<file path="src/rtl/sdram_word_bridge.sv">
// sdram_word_bridge: sequences one 32-bit PicoRV32 native-bus access into
// up to two 16-bit SDRAM controller commands (read, write or read-modify-write
// per halfword), reassembles read data and returns a single cpu_ready pulse.
// A watchdog aborts any access whose controller stops responding.
module sdram_word_bridge #(
   parameter int unsigned HADDR_WIDTH    = 22,
   parameter int unsigned TIMEOUT_CYCLES = 1023
) (
   input  logic                   clk,
   input  logic                   rst_n,
   input  logic                   cpu_valid,
   input  logic [31:0]            cpu_addr,
   input  logic [31:0]            cpu_wdata,
   input  logic [3:0]             cpu_wstrb,
   output logic                   cpu_ready,
   output logic [31:0]            cpu_rdata,
   output logic [HADDR_WIDTH-1:0] sd_addr,
   output logic [15:0]            sd_wr_data,
   output logic                   sd_wr_enable,
   output logic                   sd_rd_enable,
   input  logic [15:0]            sd_rd_data,
   input  logic                   sd_rd_ready,
   input  logic                   sd_busy,
   output logic                   timeout_err
);

   localparam int unsigned WD_BITS =
      ($clog2(TIMEOUT_CYCLES + 1) < 10) ? 10 : $clog2(TIMEOUT_CYCLES + 1);
   localparam logic [WD_BITS-1:0] WD_LAST     = WD_BITS'(TIMEOUT_CYCLES - 1);
   localparam logic [31:0]        ABORT_RDATA = 32'hDEAD_BEEF;

   typedef enum logic [2:0] {
      IDLE,
      RD_ISSUE,
      RD_WAIT,
      WR_ISSUE,
      WR_WAIT,
      DONE
   } state_t;

   typedef enum logic [1:0] {
      PLAN_SKIP,
      PLAN_READ,
      PLAN_WRITE,
      PLAN_RMW
   } plan_t;

   // What one halfword needs, given the access type and its two byte strobes.
   function automatic plan_t half_plan(input logic is_read, input logic [1:0] strb);
      plan_t p;
      if (is_read) begin
         p = PLAN_READ;
      end else begin
         case (strb)
            2'b11:   p = PLAN_WRITE;
            2'b00:   p = PLAN_SKIP;
            default: p = PLAN_RMW;
         endcase
      end
      return p;
   endfunction

   state_t                 state_q, state_d;
   logic [HADDR_WIDTH-2:0] word_q, word_d;
   logic [31:0]            wdata_q, wdata_d;
   logic [3:0]             wstrb_q, wstrb_d;
   logic                   rd_acc_q, rd_acc_d;
   logic                   half_q, half_d;
   logic [15:0]            rbuf_q, rbuf_d;
   logic [WD_BITS-1:0]     wd_cnt_q, wd_cnt_d;
   logic                   busy_seen_q, busy_seen_d;

   logic                   cpu_ready_d;
   logic [31:0]            cpu_rdata_d;
   logic [HADDR_WIDTH-1:0] sd_addr_d;
   logic [15:0]            sd_wr_data_d;
   logic                   sd_wr_enable_d;
   logic                   sd_rd_enable_d;
   logic                   timeout_err_d;

   logic                   in_txn;
   logic                   half_done;
   logic                   go_start;
   plan_t                  st_plan;
   logic                   st_half;
   logic [31:0]            st_wdata;
   logic [1:0]             cur_strb;
   logic [15:0]            cur_wd;
   plan_t                  cur_plan;
   plan_t                  hi_plan;
   logic [15:0]            merged;

   logic                   unused_addr_bits;
   assign unused_addr_bits = ^{cpu_addr[31:HADDR_WIDTH+1], cpu_addr[1:0]};

   // Next-state, datapath and registered-output values for the sequencer.
   always_comb begin
      state_d        = state_q;
      word_d         = word_q;
      wdata_d        = wdata_q;
      wstrb_d        = wstrb_q;
      rd_acc_d       = rd_acc_q;
      half_d         = half_q;
      rbuf_d         = rbuf_q;
      wd_cnt_d       = wd_cnt_q;
      busy_seen_d    = busy_seen_q;
      cpu_ready_d    = 1'b0;
      cpu_rdata_d    = cpu_rdata;
      sd_addr_d      = sd_addr;
      sd_wr_data_d   = sd_wr_data;
      sd_wr_enable_d = 1'b0;
      sd_rd_enable_d = 1'b0;
      timeout_err_d  = timeout_err;
      half_done      = 1'b0;
      go_start       = 1'b0;
      st_plan        = PLAN_SKIP;
      st_half        = 1'b0;
      st_wdata       = wdata_q;

      in_txn   = (state_q == RD_ISSUE) || (state_q == RD_WAIT) ||
                 (state_q == WR_ISSUE) || (state_q == WR_WAIT);
      cur_strb = half_q ? wstrb_q[3:2] : wstrb_q[1:0];
      cur_wd   = half_q ? wdata_q[31:16] : wdata_q[15:0];
      cur_plan = half_plan(rd_acc_q, cur_strb);
      hi_plan  = half_plan(rd_acc_q, wstrb_q[3:2]);
      merged   = {cur_strb[1] ? cur_wd[15:8] : sd_rd_data[15:8],
                  cur_strb[0] ? cur_wd[7:0]  : sd_rd_data[7:0]};

      if (in_txn) begin
         wd_cnt_d = wd_cnt_q + WD_BITS'(1);
      end

      if (in_txn && (wd_cnt_q == WD_LAST)) begin
         state_d       = DONE;
         cpu_ready_d   = 1'b1;
         cpu_rdata_d   = rd_acc_q ? ABORT_RDATA : '0;
         timeout_err_d = 1'b1;
      end else begin
         case (state_q)
            IDLE: begin
               if (cpu_valid) begin
                  word_d   = cpu_addr[HADDR_WIDTH:2];
                  wdata_d  = cpu_wdata;
                  wstrb_d  = cpu_wstrb;
                  rd_acc_d = (cpu_wstrb == 4'b0000);
                  go_start = 1'b1;
                  st_wdata = cpu_wdata;
                  if (half_plan(rd_acc_d, cpu_wstrb[1:0]) != PLAN_SKIP) begin
                     st_half = 1'b0;
                     st_plan = half_plan(rd_acc_d, cpu_wstrb[1:0]);
                  end else begin
                     st_half = 1'b1;
                     st_plan = half_plan(rd_acc_d, cpu_wstrb[3:2]);
                  end
               end
            end
            RD_ISSUE: begin
               if (!sd_busy) begin
                  sd_rd_enable_d = 1'b1;
                  state_d        = RD_WAIT;
               end
            end
            RD_WAIT: begin
               if (sd_rd_ready) begin
                  if (!half_q) begin
                     rbuf_d = sd_rd_data;
                  end
                  if (cur_plan == PLAN_RMW) begin
                     sd_wr_data_d = merged;
                     state_d      = WR_ISSUE;
                  end else begin
                     half_done = 1'b1;
                  end
               end
            end
            WR_ISSUE: begin
               if (!sd_busy) begin
                  sd_wr_enable_d = 1'b1;
                  busy_seen_d    = 1'b0;
                  state_d        = WR_WAIT;
               end
            end
            WR_WAIT: begin
               if (sd_busy) begin
                  busy_seen_d = 1'b1;
               end else if (busy_seen_q) begin
                  half_done = 1'b1;
               end
            end
            DONE: begin
               state_d = IDLE;
            end
            default: begin
               state_d = IDLE;
            end
         endcase

         // Finishing a half either starts the upper half or completes the access;
         // a read's upper half arrives on sd_rd_data in this same cycle.
         if (half_done) begin
            if (!half_q && (hi_plan != PLAN_SKIP)) begin
               go_start = 1'b1;
               st_half  = 1'b1;
               st_plan  = hi_plan;
            end else begin
               state_d     = DONE;
               cpu_ready_d = 1'b1;
               cpu_rdata_d = rd_acc_q ? {sd_rd_data, rbuf_q} : '0;
            end
         end
      end

      if (go_start) begin
         half_d    = st_half;
         sd_addr_d = {word_d, st_half};
         if (st_plan == PLAN_WRITE) begin
            state_d      = WR_ISSUE;
            sd_wr_data_d = st_half ? st_wdata[31:16] : st_wdata[15:0];
         end else begin
            state_d = RD_ISSUE;
         end
      end

      if (((state_d == RD_ISSUE) || (state_d == WR_ISSUE)) &&
          !((state_q == RD_ISSUE) || (state_q == WR_ISSUE))) begin
         wd_cnt_d = '0;
      end
   end

   // State, latched access and registered outputs; reset abandons any command.
   always_ff @(posedge clk or negedge rst_n) begin
      if (!rst_n) begin
         state_q      <= IDLE;
         word_q       <= '0;
         wdata_q      <= '0;
         wstrb_q      <= '0;
         rd_acc_q     <= 1'b0;
         half_q       <= 1'b0;
         rbuf_q       <= '0;
         wd_cnt_q     <= '0;
         busy_seen_q  <= 1'b0;
         cpu_ready    <= 1'b0;
         cpu_rdata    <= '0;
         sd_addr      <= '0;
         sd_wr_data   <= '0;
         sd_wr_enable <= 1'b0;
         sd_rd_enable <= 1'b0;
         timeout_err  <= 1'b0;
      end else begin
         state_q      <= state_d;
         word_q       <= word_d;
         wdata_q      <= wdata_d;
         wstrb_q      <= wstrb_d;
         rd_acc_q     <= rd_acc_d;
         half_q       <= half_d;
         rbuf_q       <= rbuf_d;
         wd_cnt_q     <= wd_cnt_d;
         busy_seen_q  <= busy_seen_d;
         cpu_ready    <= cpu_ready_d;
         cpu_rdata    <= cpu_rdata_d;
         sd_addr      <= sd_addr_d;
         sd_wr_data   <= sd_wr_data_d;
         sd_wr_enable <= sd_wr_enable_d;
         sd_rd_enable <= sd_rd_enable_d;
         timeout_err  <= timeout_err_d;
      end
   end

endmodule

</file>
<file path="config.mk">
export PLATFORM = sky130hd
export DESIGN_NAME = sdram_word_bridge
export DESIGN_NICKNAME = d
export VERILOG_FILES = /design/src/rtl/sdram_word_bridge.sv
export SDC_FILE = /design/constraint.sdc
export NUM_CORES = 1
export LEC_CHECK = 0
export BUFFER_PORTS_ARGS = -buffer_cell sky130_fd_sc_hd__buf_2
export CAP_MARGIN = 20
export CORE_MARGIN = 2
export CORE_UTILIZATION = 58
export CTS_CLUSTER_DIAMETER = 120
export CTS_CLUSTER_SIZE = 16
export DETAILED_ROUTE_END_ITERATION = 16
export GPL_ROUTABILITY_DRIVEN = 1
export PLACE_DENSITY = 0.82
export SLEW_MARGIN = 20
export SYNTH_ARGS = -nofsm -noshare
export SYNTH_HDL_FRONTEND = slang
export SYNTH_SLANG_ARGS = --single-unit
</file>
<file path="constraint.sdc">
create_clock -name clk -period 4.2 [get_ports clk]
set_input_delay 0.42 -clock clk [delete_from_list [all_inputs] [get_ports clk]]
set_output_delay 0.42 -clock clk [all_outputs]
set_load 0.05 [all_outputs]
</file>
==> impl_metrics.csv <==
group,metric,value,unit
power,seqPwrFrac,0.364,
logic_synthesis,ys_seq_area_frac,0.565,
place,hpwl,11.3,mm
sta,whs,0.0790,ns
critical_path,cp-end-kind,"flop",
logic_synthesis,async_reset_ff_frac,1.00,
run_status,outcome,"completed",
grt,grt_first_pass_wirelength,27.9,mm
die,die_x,115,um
grt,grt_start_max_net_pins,94,
logic_synthesis,synth_area_leaders,"dfrtp_1 56%, nand2_1 12%, mux2_2 6.0%, mux2i_1 4.6%, o21ai_0 3.8%",
drt,dr.pass1.iters,5,
sta,timing.fmax,0.361,GHz
die,core,12100,um^2
logic_synthesis,synth.avg_cell_area,10.0,um^2
die,die-area,13300,um^2
logic_synthesis,synth_cell_types,48,
power,switching_power,3.14,mW
cells_and_area,stdcell_area,8580,um^2
drt,drt-total-wl,16.7,mm
critical_path,critPathKind,"reg -> reg",
die,boundaryPins,163,
grt,grt_pass1_vias,5708,
logic_synthesis,synthCells,715,
place,place.gp.congestion,0.793,
power,leakage,4.50,nW
cells_and_area,fin_cells,1031,
power,totalPowerFinal,7.18,mW
drt,drc_errors,0,
sta,worst_pin_slew,0.836,ns
sta,relSlewSlack,0.443,
clocking,ctsResizeCount,0,
drt,drt_iter0_drc,505,
logic_synthesis,synth_flop_cell,"dfrtp_1",
critical_path,cp-startpoint,"rd_acc_q",
clocking,htreeDepth,4,
grt,grt_usage,0.271,
logic_synthesis,yosysTopAreaCell,"dfrtp_1",
die,fp-row-count,40,
die,die_h,115,um
clocking,cts_root_buf,"clkbuf_16",
logic_synthesis,synth_warnings,0,
drt,wl_per_cell,16.2,um
grt,grt_remaining_overflow,0,
place,detailed_place.area,8020,um^2
sta,setup_viol,0,
clocking,numCtsBuffers,17,
clocking,worst_skew_pair.late_latency,0.43,ns
power,ir_drop,0.591,mV
sta,period_needed,2.77,ns
power,p_per_area,836,nW/um^2
critical_path,crit_path_start_kind,"flop",
sta,hold_viol_final,0,
clocking,cts_setup_buffers,0,
cells_and_area,nets,941,
clocking,clock-sinks,162,
drt,vias,5644,
sta,grt_setup_unrepaired,"no",
cells_and_area,nFillCells,881,
logic_synthesis,synthesis.nets,807,
power,swShare,0.437,
critical_path,r2r-start,"rd_acc_q",
logic_synthesis,synth_area,7180,um^2
critical_path,required,4.49,ns
drt,via_per_inst,5.47,
power,clkPwrFrac,0.204,
logic_synthesis,synth_top_area_frac,0.565,
clocking,hold_buffers,0,
critical_path,crit_path_max_fanout,29,
clocking,clkSlewWorstSetupHoldPaths,0.06,ns
run,max_cap_violations,0,
die,start_util,0.595,
worst_hold_path,worstHoldPathType,"in -> async",
drt,detail-route-antenna-nets,0,
logic_synthesis,ys_seq_elements,162,
place,port_buffers,151,
sta,finalWorstSetupSlack,1.43,ns
sta,fin_tns_setup,0,ns
sta,maxSlewViolCount,0,
sta,fin_crit_sh,0.660,
place,dp.cells,998,
cells_and_area,utilization,0.712,
clocking,cts_tree,"yes",
sta,skew,0.00722,ns
cells_and_area,drive_gt1_frac,0.287,
power,intPower,4.04,mW
critical_path,worstPathArrival,3.07,ns
logic_synthesis,synth_edf_count,0,
place,post-place-ws,1.47,ns
cells_and_area,areaGrowthSynthToFinish,19.6,%
grt,antenna_found_initial,0,
clocking,clk_path_buf_depth,2,
power,combPwrFrac,0.432,
[cell type report]
| class | instances | area, um^2 | area share |
|---|---|---|---|
| Clock buffer | 24 | 482 | 0.0561 |
| Clock inverter | 8 | 78.8 | 0.00918 |
| Timing Repair Buffer | 159 | 822 | 0.0958 |
| Tap cell | 168 | 210 | 0.0245 |
| Antenna cell | 1 | 2.50 | 0.000292 |
| Multi-Input combinational cell | 503 | 2910 | 0.339 |
| Inverter | 6 | 22.5 | 0.00262 |
| Sequential cell | 162 | 4050 | 0.472 |
[final timing paths]
kind	end	slack, ns	cells past startpoint
worst max register to register	sd_wr_data[9]	1.43	7
max in group asynchronous	wdata_q[0]	3.10	2
worst min register to register	cpu_rdata[24]	0.47	2
min in group clk	word_q[5]	0.20	3
worst max-delay path	sd_wr_data[9]	1.43	7
worst min-delay path	cpu_rdata[14]	0.08	1
[synth_stat cells, drive strengths merged, types with 2 or more instances]
library cell  count
a211oi            4
a21oi            18
a22oi             2
and3              4
and4              3
buf              27
clkbuf           17
dfrtp           162
ha                3
inv               6
mux2             38
mux2i            33
nand2           222
nand2b            3
nand3             9
nand4             4
nor2             34
nor2b             6
nor3             20
nor4              2
o21ai            57
o22ai            15
or2               2
or3               2
xnor2             4
xor2              8
[sequential cells by signal, indices dropped and copies added, names as in the netlist, 3 cells and up]
signal,flops
sd_addr,22
sd_wr_data,16
state_q,3
cpu_rdata,32
wd_cnt_q,10
wstrb_q,4
word_q,21
wdata_q,32
rbuf_q,16
[cell families after synthesis]
group,count (synthesis),synth area share
multiplexers,71,0.106
buffers and inverters,50,0.0350
flip-flops,162,0.565
XOR/XNOR,12,0.0146
AO/OA/AOI/OAI,104,0.0868
adder cells (fa/ha/maj),3,0.00523
AND/OR/NAND/NOR,313,0.188
[placed cells by master (no fill, tap or decap), types with 5 or more instances in the layout]
| cell type | netlist | final |
|---|---|---|
| buf_4 | 4 | 8 |
| clkbuf_16 | 0 | 17 |
| nor2_1 | 32 | 32 |
| buf_2 | 15 | 150 |
| xor2_1 | 8 | 8 |
| a21oi_1 | 18 | 18 |
| o22ai_1 | 15 | 15 |
| mux2_2 | 38 | 38 |
| nand2_1 | 222 | 222 |
| nor2b_1 | 6 | 6 |
| o21ai_0 | 54 | 54 |
| mux2i_1 | 33 | 33 |
| dfrtp_1 | 162 | 162 |
| inv_1 | 5 | 5 |
| nand3_1 | 9 | 9 |
| nor3_1 | 19 | 18 |
[worst max-delay path: stages (launching register included)]
cell	delay [ns]
dfrtp_1	0.89
nor2_1	0.22
a221oi_4	0.45
nor2_2	0.15
o32ai_2	0.34
o311ai_4	0.16
buf_4	0.27
mux2i_1	0.16
[routing by layer]
metal | vias up | track usage | share of wire
met4 | 0 | 0.0723 | 0.012
li1 | 2675 | - | -
met3 | 23 | 0.0833 | 0.070
met2 | 197 | 0.445 | 0.49
met1 | 2749 | 0.354 | 0.43
met5 | - | 0 | 0
[power by group through the flow]
stage	Sequential (mW)	Combinational (mW)	Clock [mW]
floorplan	3.38	1.59	0
global placement	2.58	2.98	0
detailed placement	2.63	3.08	0
CTS	2.61	3.11	1.48
global route	2.69	3.37	1.55
finish	2.61	3.10	1.47
(Power assumes the default switching activity.)
